--- config.mk ---
export PLATFORM = sky130hd
export DESIGN_NAME = fifo_stream_reader
export DESIGN_NICKNAME = d
export VERILOG_FILES = /design/src/rtl/fifo_stream_reader_pkg.sv /design/src/rtl/fifo_stream_reader.sv
export SDC_FILE = /design/constraint.sdc
export NUM_CORES = 1
export LEC_CHECK = 0
export ABC_AREA = 1
export BUFFER_PORTS_ARGS = -buffer_cell sky130_fd_sc_hd__buf_4
export CELL_PAD_IN_SITES_DETAIL_PLACEMENT = 2
export CELL_PAD_IN_SITES_GLOBAL_PLACEMENT = 2
export CORE_ASPECT_RATIO = 1.25
export CORE_MARGIN = 1
export CORE_UTILIZATION = 33
export DETAILED_ROUTE_END_ITERATION = 12
export HOLD_SLACK_MARGIN = 0.06
export PLACE_DENSITY_LB_ADDON = 0.08
export SYNTH_ARGS = -nofsm -noshare
export SYNTH_HDL_FRONTEND = slang
export SYNTH_SLANG_ARGS = --single-unit
--- constraint.sdc ---
create_clock -name clk -period 1.6 [get_ports clk]
set_input_delay 0.16 -clock clk [delete_from_list [all_inputs] [get_ports clk]]
set_output_delay 0.16 -clock clk [all_outputs]
set_load 0.01 [all_outputs]
--- src/rtl/fifo_stream_reader_pkg.sv ---
// fifo_stream_reader_pkg: buffer geometry and ring-pointer helper for the stream reader
package fifo_stream_reader_pkg;
  localparam int buf_depth = 3;
  localparam int ptr_w = $clog2(buf_depth);
  typedef logic [ptr_w-1:0] ptr_t;
  function automatic ptr_t ptr_inc(input ptr_t p);
    return (p == ptr_t'(buf_depth - 1)) ? '0 : p + 1'b1;
  endfunction
endpackage

--- src/rtl/fifo_stream_reader.sv ---
// fifo_stream_reader: turns a pop-then-data FIFO read port into a registered ready/valid stream
module fifo_stream_reader
  import fifo_stream_reader_pkg::*;
#(
  parameter int data_width = 8
) (
  input  logic                  clk,
  input  logic                  rst,
  input  logic                  fifo_empty,
  output logic                  fifo_rd_en,
  input  logic [data_width-1:0] fifo_dout,
  output logic                  out_valid,
  input  logic                  out_ready,
  output logic [data_width-1:0] out_data,
  output logic                  busy
);
  logic [data_width-1:0] r_mem [buf_depth];
  ptr_t                  r_head;
  ptr_t                  r_tail;
  logic [1:0]            r_count;
  logic                  r_inflight;
  logic                  w_xfer;
  logic [2:0]            w_used;
  // pop only when a slot is guaranteed for the returning word; gated by reset
  always_comb begin
    w_used     = {1'b0, r_count} + {2'b0, r_inflight};
    w_xfer     = out_valid && out_ready;
    fifo_rd_en = rst && !fifo_empty && (w_used < 3'(buf_depth));
    out_valid  = r_count != 2'd0;
    out_data   = r_mem[r_head];
    busy       = out_valid || r_inflight;
  end
  // buffer storage: capture the in-flight word at the tail
  always_ff @(posedge clk or negedge rst) begin
    if (!rst) begin
      for (int i = 0; i < buf_depth; i++) r_mem[i] <= '0;
    end else if (r_inflight) begin
      r_mem[r_tail] <= fifo_dout;
    end
  end
  // pointers, occupancy and in-flight tracking
  always_ff @(posedge clk or negedge rst) begin
    if (!rst) begin
      r_head     <= '0;
      r_tail     <= '0;
      r_count    <= '0;
      r_inflight <= 1'b0;
    end else begin
      r_inflight <= fifo_rd_en;
      r_tail     <= r_inflight ? ptr_inc(r_tail) : r_tail;
      r_head     <= w_xfer ? ptr_inc(r_head) : r_head;
      r_count    <= r_count + 2'(r_inflight) - 2'(w_xfer);
    end
  end
endmodule

==> flow_metrics.py <==
metrics = {
    "cells_and_area": {
        "fin_nets": 236,
        "synthToLayoutAreaGrowth_pct": 28.21,
        "final_cells": 279,
        "drive_gt1_frac": 0.2760,
        "final_cell_area_um2": 1984,
        "antennaDiodeCount": 0,
        "n_fill_cell": 522,
        "postLayoutCoreUtil": 0.4450,
    },
    "critical_path": {
        "critical_path.top_delay_family": "flip-flops",
        "slowest_delay_ns": 0.42,
        "cp.arrival_ns": 1.49,
        "end_kind": "primary output",
        "cp_cell_sequence": "ha_2, ha_4, nand2_2, nand3b_1, nor2_2, buf_4",
        "crit_slowest_cell": "dfrtp_1",
        "path_max_fanout": 3,
        "critPathBufInv": 1,
        "cp-start-kind": "register",
        "crit_type": "register to primary output",
        "crit_required_ns": 1.44,
    },
    "yosys": {
        "yosysSeqAreaShare": 0.5012,
        "synth_seq_cells": 31,
        "yosysWarnings": 0,
        "postSynthCellCount": 183,
        "syn-num-nets": 199,
        "synth_area_um2": 1548,
        "netlist-cell-type-count": 19,
        "avgSynthCellArea_um2": 8.458,
    },
    "timing": {
        "slew_headroom": 0.7179,
        "setup_viol": 1,
        "fmax_ghz": 0.6056,
        "finalCritPeriodShare": 1.032,
        "layout_min_cycle_time_ns": 1.651,
        "tns_ns": -0.05126,
        "worst_pin_slew_ns": 0.4232,
        "layout_setup_ws_ns": -0.05126,
        "clock_skew_ns": 0.003901,
        "slew_violations": 0,
        "hold_violations": 0,
        "rsz0062_at_grt": "yes",
    },
    "clock_network": {
        "clk_path_buf_depth": 2,
        "cts_root_buffer": "clkbuf_8",
        "cts_tree": "yes",
        "cts.sinks": 31,
        "clk_latency_ns": 0.28,
        "cts_buffers": 5,
        "h-tree-depth": 2,
        "path_clk_slew_ns": 0.07,
    },
    "die": {
        "coreArea_um2": 4459,
        "dieArea_um2": 4970,
        "ioPinCount": 23,
        "die_h_um": 78.57,
        "die_width_um": 63.26,
        "initial_utilization": 0.3471,
        "rows": 27,
    },
    "detailed_routing": {
        "dr.pass1.iters": 4,
        "routed_via_density": 5.319,
        "wl_per_cell_um": 18.82,
        "postRouteAntennaNets": 0,
        "first_iter_violations": 41,
        "drc": 0,
        "dr_total_vias": 1484,
        "drt-total-wl_mm": 5.252,
    },
    "outcome": {
        "status": "finished with violations",
        "violations": "setup timing",
    },
    "pwr": {
        "p_comb_frac": 0.509,
        "netSwitchingFraction": 0.4377,
        "powerDensity_nw_per_um2": 2131,
        "p_int_mw": 2.378,
        "ir_drop_uv": 879.1,
        "p_seq_frac": 0.348,
        "pwr-share-clk": 0.143,
        "p_leak_nw": 1.003,
        "switchingPower_mw": 1.851,
    },
    "placement": {
        "hpwlAfterDp_mm": 3.605,
        "io_buffer_count": 22,
        "dpl_cell_area_um2": 1783,
        "place_congestion": 0.7464,
        "dpl.cell_count": 263,
        "place_ws_ns": -0.03926,
    },
    "grt": {
        "grt_pass1_vias": 1656,
        "gr-total-overflow": 0,
        "grt_max_degree": 32,
        "antenna_found_initial": 0,
        "grt_first_pass_wirelength_mm": 8.514,
        "global_route.usage.total": 0.2320,
    },
    "worst_hold_path": {
        "hold_class": "primary input to register",
    },
    "flow_run": {
        "maxCapViolCount": 0,
    },
}
final cells by class:
class	count	area [µm²]	area share
repair buffers	37	291.5	0.1469
multi-input cells	134	720.7	0.3632
flip-flops and latches	31	775.7	0.3909
inverters	11	42.54	0.02144
clock buffers	7	76.32	0.03846
well taps	58	72.57	0.03657
clock inverters	1	5.005	0.002522
routing by layer:
| metal | global-route usage | share of wire | up-vias |
|---|---|---|---|
| met1 | 0.2527 | 0.40 | 758 |
| met2 | 0.4430 | 0.55 | 27 |
| met4 | 0.07955 | 0.015 | 0 |
| li1 | - | - | 692 |
| met3 | 0.04070 | 0.032 | 7 |
| met5 | 0 | 0 | - |
final timing paths:
path	slack, ns	endpoint	depth (start not counted)	start
worst max-delay path	-0.05	fifo_rd_en	6	r_count[0]$_DFF_PN0_
worst min-delay path	0.13	r_mem[17]$_DFFE_PN0P_	3	fifo_dout[1]
worst max register to register	0.09	r_count[1]$_DFF_PN0_	10	r_count[0]$_DFF_PN0_
worst min register to register	0.47	r_mem[0]$_DFFE_PN0P_	2	r_mem[0]$_DFFE_PN0P_
max in group asynchronous	0.81	r_tail[1]$_DFFE_PN0P_	3	rst
min in group asynchronous	0.49	r_mem[20]$_DFFE_PN0P_	3	rst
synth_stat cells (all sizes together):
cell type,count,area (µm²)
clkinv,3,11.26
clkbuf,1,13.76
nor2,4,38.79
nand3,38,207.7
dfrtp,31,775.7
nand4,16,100.1
nand3b,1,7.510
inv,8,30.03
buf,6,41.28
ha,4,50.05
o21ai,2,10.01
nand2,69,261.5
worst min-delay path, stage by stage:
cell	delay (ns)
buf_4	0.09
nand3_1	0.07
nand2_1	0.06
placed cells by master, fill, tap and decap left out:
master          n
nor2_8          1
buf_4          33
nor2_1          1
nor2_4          1
clkbuf_1        2
ha_2            2
dlygate4sd3_1   1
clkinv_1        2
nand3_4         1
ha_4            2
clkbuf_8        5
nand3_2         2
dfrtp_1        31
inv_1           4
nor2_2          1
o21ai_0         2
clkinv_2        2
nand2_1        65
buf_6           3
nand3_1        35
nand3b_1        1
inv_2           4
nand4_1        16
nand2_2         4
power groups by stage:
stage	registers [mW]	clock network (mW)	logic, mW
2_1_floorplan	1.34	0	1.19
3_3_place_gp	1.44	0	1.76
3_5_place_dp	1.48	0	1.89
4_1_cts	1.47	0.619	2.03
5_1_grt	1.52	0.649	2.40
6_report	1.47	0.604	2.15
logic make-up after synthesis:
logic type,count (synthesis),synth area share
AND/OR/NAND/NOR,128,0.3977
flip-flops,31,0.5012
buffers and inverters,18,0.06224
adder cells (fa/ha/maj),4,0.03234
AO/OA/AOI/OAI,2,0.006468
registers in the layout, indices dropped and copies added (netlist names):
| register | count |
|---|---|
| r_count | 2 |
| r_mem | 24 |
| r_head | 2 |
| r_inflight | 1 |
| r_tail | 2 |
timing repair:
item | CTS | global route
buffers inserted | 4 | 3
hold endpoints to repair | 31 | 0
setup endpoints to repair | 7 | 10
pin swaps | 4 | 1
resized for setup | 7 | 10
hold buffers | 1 | 0
stage by stage:
stage               total power [mW]  hold WS (ns)
finish                         4.228        0.1333
global route                   4.564        0.1457
CTS                            4.122        0.1267
detailed placement             3.372        0.2604
global placement               3.201        0.2524
floorplan                      2.533       -0.1356
No activity file was read; power rests on OpenSTA's default activity.
